===== src/rtl/hollywood_hash_feeder_if.sv =====
// rtl/hollywood_hash_feeder_if.sv - channelized 16-bit password stream into the hollywood hash core
interface hollywood_hash_feeder_if;
  logic        out_valid;
  logic        out_channel;
  logic [15:0] out_data;
  logic        out_ready;

  modport master (output out_valid, output out_channel, output out_data, input out_ready);
  modport slave  (input out_valid, input out_channel, input out_data, output out_ready);
endinterface


===== src/rtl/hollywood_hash_feeder.sv =====
// rtl/hollywood_hash_feeder.sv - candidate password generator feeding the hash core and watching its hit flag
module hollywood_hash_feeder #(
  parameter int WORDS        = 2,
  parameter int RESULT_DELAY = 2
) (
  input  logic                  clk,
  input  logic                  reset_n,
  input  logic                  start,
  input  logic [WORDS*16-1:0]   start_value,
  input  logic                  stop,
  hollywood_hash_feeder_if.master stream,
  input  logic                  hit_in,
  output logic                  busy,
  output logic                  done,
  output logic                  found,
  output logic [WORDS*16-1:0]   found_data
);
  localparam int CW    = WORDS * 16;
  localparam int IDX_W = (WORDS > 1) ? $clog2(WORDS) : 1;
  localparam int CNT_W = $clog2(RESULT_DELAY + 1);

  typedef enum logic [1:0] {IDLE, MGMT, DATA, WAIT} state_t;

  state_t           state_q, state_d;
  logic [CW-1:0]    cand_q, cand_d;
  logic [IDX_W-1:0] idx_q, idx_d;
  logic [CNT_W-1:0] wcnt_q, wcnt_d;
  logic             stop_req_q, stop_req_d;
  logic             valid_q, valid_d;
  logic             chan_q, chan_d;
  logic [15:0]      data_q, data_d;
  logic             busy_q, busy_d;
  logic             done_q, done_d;
  logic             found_q, found_d;
  logic [CW-1:0]    fdata_q, fdata_d;
  logic             hs;

  assign hs = valid_q & stream.out_ready;

  always_comb begin
    state_d    = state_q;
    cand_d     = cand_q;
    idx_d      = idx_q;
    wcnt_d     = wcnt_q;
    stop_req_d = stop_req_q;
    found_d    = found_q;
    fdata_d    = fdata_q;
    done_d     = 1'b0;
    valid_d    = 1'b0;
    chan_d     = 1'b0;
    data_d     = 16'h0000;

    case (state_q)
      IDLE: begin
        if (start) begin
          cand_d     = start_value;
          found_d    = 1'b0;
          fdata_d    = '0;
          stop_req_d = 1'b0;
          state_d    = MGMT;
        end
      end
      MGMT: begin
        if (hs) begin
          idx_d   = '0;
          state_d = DATA;
        end
      end
      DATA: begin
        if (hs) begin
          if (idx_q == IDX_W'(WORDS - 1)) begin
            wcnt_d  = CNT_W'(1);
            state_d = WAIT;
          end else begin
            idx_d = idx_q + 1'b1;
          end
        end
      end
      WAIT: begin
        // hit_in only means something in this one cycle; the core may glitch it elsewhere
        if (wcnt_q == CNT_W'(RESULT_DELAY)) begin
          if (hit_in) begin
            found_d = 1'b1;
            fdata_d = cand_q;
            done_d  = 1'b1;
            state_d = IDLE;
          end else if ((&cand_q) || stop_req_q || stop) begin
            done_d  = 1'b1;
            state_d = IDLE;
          end else begin
            cand_d  = cand_q + 1'b1;
            state_d = MGMT;
          end
        end else begin
          wcnt_d = wcnt_q + 1'b1;
        end
      end
      default: state_d = IDLE;
    endcase

    if (state_q != IDLE && stop) stop_req_d = 1'b1;

    // Beat fields are derived from the next state so every output leaves a flop
    valid_d = (state_d == MGMT) || (state_d == DATA);
    chan_d  = (state_d == MGMT);
    if (state_d == DATA) begin
      for (int i = 0; i < WORDS; i++) begin
        if (idx_d == IDX_W'(i)) data_d = cand_d[(WORDS-1-i)*16 +: 16];
      end
    end
    busy_d = (state_d != IDLE);
  end

  always_ff @(posedge clk or negedge reset_n) begin
    if (!reset_n) begin
      state_q    <= IDLE;
      cand_q     <= '0;
      idx_q      <= '0;
      wcnt_q     <= '0;
      stop_req_q <= 1'b0;
      valid_q    <= 1'b0;
      chan_q     <= 1'b0;
      data_q     <= 16'h0000;
      busy_q     <= 1'b0;
      done_q     <= 1'b0;
      found_q    <= 1'b0;
      fdata_q    <= '0;
    end else begin
      state_q    <= state_d;
      cand_q     <= cand_d;
      idx_q      <= idx_d;
      wcnt_q     <= wcnt_d;
      stop_req_q <= stop_req_d;
      valid_q    <= valid_d;
      chan_q     <= chan_d;
      data_q     <= data_d;
      busy_q     <= busy_d;
      done_q     <= done_d;
      found_q    <= found_d;
      fdata_q    <= fdata_d;
    end
  end

  assign stream.out_valid   = valid_q;
  assign stream.out_channel = chan_q;
  assign stream.out_data    = data_q;
  assign busy       = busy_q;
  assign done       = done_q;
  assign found      = found_q;
  assign found_data = fdata_q;
endmodule


===== src/flat_wrapper.sv =====
// flat-port wrapper written by rule: the top's interface ports become plain ports
module hollywood_hash_feeder_flat 
#(
  parameter int WORDS        = 2,
  parameter int RESULT_DELAY = 2
)
  (clk, reset_n, start, start_value, stop, hit_in, busy, done, found, found_data, stream_out_valid, stream_out_channel, stream_out_data, stream_out_ready);
  hollywood_hash_feeder_if stream_i ();
  input  logic clk;
  input  logic reset_n;
  input  logic start;
  input  logic [WORDS*16-1:0] start_value;
  input  logic stop;
  input  logic hit_in;
  output logic busy;
  output logic done;
  output logic found;
  output logic [WORDS*16-1:0] found_data;
  output wire logic [$bits(stream_i.out_valid)-1:0] stream_out_valid;
  output wire logic [$bits(stream_i.out_channel)-1:0] stream_out_channel;
  output wire logic [$bits(stream_i.out_data)-1:0] stream_out_data;
  input wire logic [$bits(stream_i.out_ready)-1:0] stream_out_ready;
  assign stream_out_valid = stream_i.out_valid;
  assign stream_out_channel = stream_i.out_channel;
  assign stream_out_data = stream_i.out_data;
  assign stream_i.out_ready = stream_out_ready;
  hollywood_hash_feeder #(.WORDS(WORDS), .RESULT_DELAY(RESULT_DELAY)) u_core (.clk(clk), .reset_n(reset_n), .start(start), .start_value(start_value), .stop(stop), .stream(stream_i), .hit_in(hit_in), .busy(busy), .done(done), .found(found), .found_data(found_data));
endmodule

===== config.mk =====
export PLATFORM = sky130hd
export DESIGN_NAME = hollywood_hash_feeder_flat
export DESIGN_NICKNAME = d
export VERILOG_FILES = /design/src/rtl/hollywood_hash_feeder_if.sv /design/src/rtl/hollywood_hash_feeder.sv /design/src/flat_wrapper.sv
export SDC_FILE = /design/constraint.sdc
export NUM_CORES = 1
export LEC_CHECK = 0
export BUFFER_PORTS_ARGS = -buffer_cell sky130_fd_sc_hd__buf_2
export CORE_UTILIZATION = 60
export DETAILED_ROUTE_END_ITERATION = 8
export PLACE_DENSITY = 0.94
export SYNTH_ARGS = -nofsm -noshare
export SYNTH_HDL_FRONTEND = slang
export SYNTH_SLANG_ARGS = --single-unit

===== constraint.sdc =====
create_clock -name clk -period 8.3 [get_ports clk]
set_input_delay 2.49 -clock clk [delete_from_list [all_inputs] [get_ports clk]]
set_output_delay 2.49 -clock clk [all_outputs]
set_load 0.01 [all_outputs]

* After elaboration in Yosys (flattened, before gate mapping)
Index checks and enable logic that the tools add are counted.
** Cells by class
- $add $sub $neg :: 3
- Reductions and logical operators :: 15
- Bitwise gates (word level) :: 1
- Muxes and demuxes :: 37
- Equal/unequal tests :: 12
** Operators with widths (number)
- 32-bit 2-to-1 mux :: 7
- 32-bit one-hot mux with 2 select lines :: 2
- 32-bit by 1-bit adder with 32-bit output (second input constant) :: 1
- 16-bit 2-to-1 mux :: 2
- 32-bit AND reduction :: 1
- 2-bit 2-to-1 mux :: 9
- 1-bit 2-to-1 mux :: 13
- 2-bit nonzero test :: 6
- 2-bit equality test (second input constant) :: 4
- 2-bit one-hot mux with 4 select lines :: 1
- 4-bit AND reduction :: 2
- 2-bit by 1-bit inequality test with 1-bit output (second input constant) :: 3
- 2-bit inequality test (second input constant) :: 3
- 2-bit by 1-bit equality test with 1-bit output (second input constant) :: 2
- 1-bit one-hot mux with 2 select lines :: 2
- 2-bit one-hot mux with 2 select lines :: 1
- 1-bit logical OR :: 3
- 2-bit by 1-bit adder with 2-bit output (second input constant) :: 1
- 2-bit zero test :: 1
- 2-bit AND reduction :: 1
- 1-bit adder (second input constant) :: 1
- 1-bit bitwise AND :: 1
- 1-bit logical AND :: 1
** Storage, ports and cells
- Output and inout bits :: 53
- Word-level logic and storage cells :: 80
- Bits of input ports :: 38
- Register bits after elaboration :: 91

* Longest topological paths before layout
- Depth in word-level cells :: 9
- Depth in mapped cells :: 12
- Gate-level depth less buffers :: 11

* Least setup slack after synthesis
No wires, ideal clock.
- Kind :: input-to-reg
- Start point :: in stop
- End point :: reg u_core.data_q[13], in the netlist u_core.stream.out_data[13]
- Setup slack :: 3.648 ns
- Cell stages on the path :: 7
- Required time :: 8.177 ns
- Arrival :: 4.530 ns
- Buffers on the path :: 1
- Setup time :: 0.123 ns
- Cells stage by stage :: or4b_1 buf_2 or3_4 a211o_1 nor2_1 mux2_2 o221a_2
** Between the ends
- Word-level cells in the longest chain between the ends :: 7
- Elaborated cells on any way between the ends :: 12
- Classes of those cells :: eq/ne (1); mux (10); reduce/logical (1)
** RTL lines
- from (decl) :: RTL line flat_wrapper.sv:13 : input logic stop;
- 1-bit logical OR :: RTL line hollywood_hash_feeder.sv:87 : end else if ((&cand_q) || stop_req_q || stop) begin
- 32-bit 2-to-1 mux :: RTL line hollywood_hash_feeder.sv:87
- 32-bit 2-to-1 mux :: RTL line hollywood_hash_feeder.sv:82 : if (hit_in) begin
- 32-bit 2-to-1 mux :: RTL line hollywood_hash_feeder.sv:81 : if (wcnt_q == CNT_W'(RESULT_DELAY)) begin
- 32-bit one-hot mux with 2 select lines :: RTL line hollywood_hash_feeder.sv:53 : case (state_q)
- named net u_core.cand_d[29] :: RTL line hollywood_hash_feeder.sv:25 : logic [CW-1:0] cand_q, cand_d;
- 16-bit 2-to-1 mux :: RTL line hollywood_hash_feeder.sv:108 : if (idx_d == IDX_W'(i)) data_d = cand_d[(WORDS-1-i)*16 +: 16];
- 16-bit 2-to-1 mux :: RTL line hollywood_hash_feeder.sv:106 : if (state_d == DATA) begin
- named net u_core.data_d[13] :: RTL line hollywood_hash_feeder.sv:31 : logic [15:0] data_q, data_d;
- to (signal assigned) :: RTL line hollywood_hash_feeder.sv:136 : data_q <= data_d;
- to (decl) :: RTL line hollywood_hash_feeder.sv:31
The timed path passes the listed nets, and every way through them passes these cells.
A chain may end at the register's enable or synchronous reset.

* Final worst setup path
- Start point :: in stop
- End point :: reg u_core.data_q[2], in the netlist u_core.stream.out_data[2]
The elaborated chain is that of the path after synthesis.

==> results.json <==
{
  "finish.instance_area_um2": 5550,
  "hold_viol": 0,
  "powerDensity_nw_per_um2": 320,
  "slew_violations": 0,
  "critical_path_class": "input port to register",
  "rows": 32,
  "synth_flop_cell": "dfrtp_1",
  "synth_top_area_share_pct": 46.7,
  "path_clk_slew_ns": 0.09,
  "place_hpwl_um": 9940,
  "holdPathEnd": "u_core.found_data[20]$_DFFE_PN0P_",
  "cts_tree": "yes",
  "peakVddDrop_mv": 0.269,
  "drt_wl_total_um": 14300,
  "grt_max_degree": 66,
  "postRouteAntennaNets": 0,
  "placed_area_um2": 5350,
  "synth_seq_area_share_pct": 46.7,
  "cts_made_buffers": 9,
  "crit_arrival_ns": 5.03,
  "grt_pass1_wl_um": 22600,
  "hold_class": "register to register",
  "die_area_um2": 8490,
  "grt-ovfl-total": 0,
  "syn_area_um2": 4870,
  "netlist_instances": 537,
  "rr_startpoint": "u_core.cand_q[0]$_DFF_PN0_",
  "min_period_over_period_pct": 57.4,
  "max_cap_violations": 0,
  "synth.net_count": 584,
  "start_util_pct": 62.4,
  "setup_viol_count_final": 0,
  "async_flop_share_pct": 100,
  "finalNetCount": 653,
  "yosysTopAreaCell": "dfrtp_1",
  "die_h_um": 92.1,
  "place_congestion": 1.00,
  "drt_iter0_markers": 464,
  "r2r-end": "u_core.stream.out_data[14]$_DFF_PN0_",
  "fmax_mhz": 210,
  "drive_above_1_share_pct": 22.1,
  "cts_setup_buffers": 0,
  "synthTopCellsByCount": "nand2_1, dfrtp_1, o21ai_0, clkbuf_1, nor2_1",
  "synth_cell_type_count": 64,
  "fillCellCount": 629,
  "diodes": 0,
  "finalPower_uw": 1770,
  "tightest_slew_ns": 1.26,
  "dp_slack_ns": 3.21,
  "outcome": "complete, no violations",
  "clkLatencyLatePin_ns": 0.38,
  "finalCriticalPeriod_ns": 4.76,
  "end_kind": "register",
  "r2r_slack_ns": 4.37,
  "ys_warn_count": 0,
  "cts_buffer_depth": 2,
  "die_w_um": 92.1,
  "whs_path_depth": 2,
  "worstHoldStart": "u_core.found_data[20]$_DFFE_PN0P_",
  "port_buffers": 90,
  "critical_path.max_fanout": 15,
  "route.detailed.vias_per_inst": 6.64,
  "setup_ws_ns": 3.54,
  "dr.pass1.iters": 5,
  "cts_hold_buf": 0,
  "max-slew-margin-rel_pct": 15.4,
  "syn_area_per_cell_um2": 9.08,
  "grt_use_total_pct": 35.1,
  "ctsResizeCount": 0,
  "finalSetupTns_ns": 0,
  "finClkSkew_ns": 0.0155,
  "grt_pass1_vias": 4395,
  "r2r_cells": 11,
  "cp.required_ns": 8.57,
  "drc": 0,
  "via_count": 4735,
  "core_um2": 7810,
  "grt_antenna_before_repair": 0,
  "synth-edff-count": 0,
  "synth.most_common_cell": "nand2_1",
  "io_pins": 91,
  "area_delta_synth_final_pct": 13.8,
  "synth-seq-cells": 91,
  "synth_area_leaders": "dfrtp_1, nand2_1, o21ai_0",
  "cts-htree-levels": 3,
  "worst_setup_path_start_kind": "input port",
  "rsz0062_at_grt": "no",
  "clkSinkCount": 91,
  "wl_per_cell_um": 20.1,
  "leakagePower_uw": 0.00267,
  "cts-root-buf": "clkbuf_8"
}
## state kept, by name, summed over array words and instances (netlist names)
name	cells
u_core.stream.out_valid	1
u_core.stop_req_q	1
u_core.idx_q	1
u_core.state_q	2
u_core.wcnt_q	2
u_core.stream.out_data	16
u_core.found	1
u_core.stream.out_channel	1
u_core.busy	1
u_core.found_data	32
u_core.cand_q	32
u_core.done	1
## cell families (layout without fill, tap and decap cells)
group	after synthesis	count (layout)	synth area share (%)
AOI/OAI and AO/OA	146	146	21.1
muxes	11	11	2.39
xor gates and xnor gates	3	3	0.539
DFF	91	91	46.7
buffers and inverters	52	126	4.26
and+or+nand+nor	225	225	22.7
adders and majority gates	9	9	2.31
## routing by layer
| metal | global-route usage, % | share of wire, % | wire length [µm] |
|---|---|---|---|
| met1 | 48.3 | 41 | 5860 |
| met3 | 6.38 | 10 | 1490 |
| met5 | 0 | 0 | 0 |
| met2 | 53.1 | 45 | 6390 |
| met4 | 17.7 | 3.9 | 558 |
## metrics by stage
stage	instances	utilization [%]	hold slack, ns
finish	713	71.1	0.479
global route	713	71.1	0.501
CTS	713	71.1	0.482
detailed placement	697	68.5	0.463
global placement	697	68.5	0.455
floorplan	537	-	0.495
## worst max-delay path, stage by stage
cell and delay (ns):
buf_2 0.12, or4b_1 0.67, a21oi_1 0.98, a311oi_1 0.22, a221o_1 0.32, o211a_1 0.22
## worst max path at each step
stage / end / cells after the start / start / slack (ns)
6_report: u_core.stream.out_data[2]$_DFF_PN0_ / 6 / stop / 3.54
5_1_grt: u_core.stream.out_data[2]$_DFF_PN0_ / 6 / stop / 3.42
4_1_cts: u_core.stream.out_data[2]$_DFF_PN0_ / 6 / stop / 3.60
3_5_place_dp: u_core.stream.out_data[15]$_DFF_PN0_ / 6 / stop / 3.21
3_3_place_gp: u_core.stream.out_data[11]$_DFF_PN0_ / 7 / stop / 3.26
2_1_floorplan: u_core.stream.out_data[13]$_DFF_PN0_ / 7 / stop / 3.65
## layout by cell type (no fill, tap or decap), drive strengths merged, types with 6 or more instances in the layout
cell and instances:
a21oi 12, a221o 7, a22o 9, a22oi 10, a31oi 10, and3 10
buf 96, clkbuf 9, dfrtp 91, ha 9, inv 16, mux2i 6
nand2 101, nand2b 6, nand3 13, nand4 17, nor2 27, nor3 14
nor4 12, o21ai 45, or2 6
## power by group
group	internal, µW	switching, µW	leakage [µW]
Sequential	560	153	0.00123
Clock	141	171	0.000104
Combinational	248	499	0.00134
Total	950	823	0.00267
## final cells by class
type | count | area [µm²] | share of cell area (%)
clock buffer | 9 | 124 | 2.23
clock inverter | 7 | 75.1 | 1.35
inverter | 14 | 52.6 | 0.947
multi-input combinational | 394 | 2390 | 43.1
sequential | 91 | 2280 | 41.0
tap | 102 | 128 | 2.30
timing repair buffer | 96 | 498 | 8.98
Power figures use the tool's default switching activity.
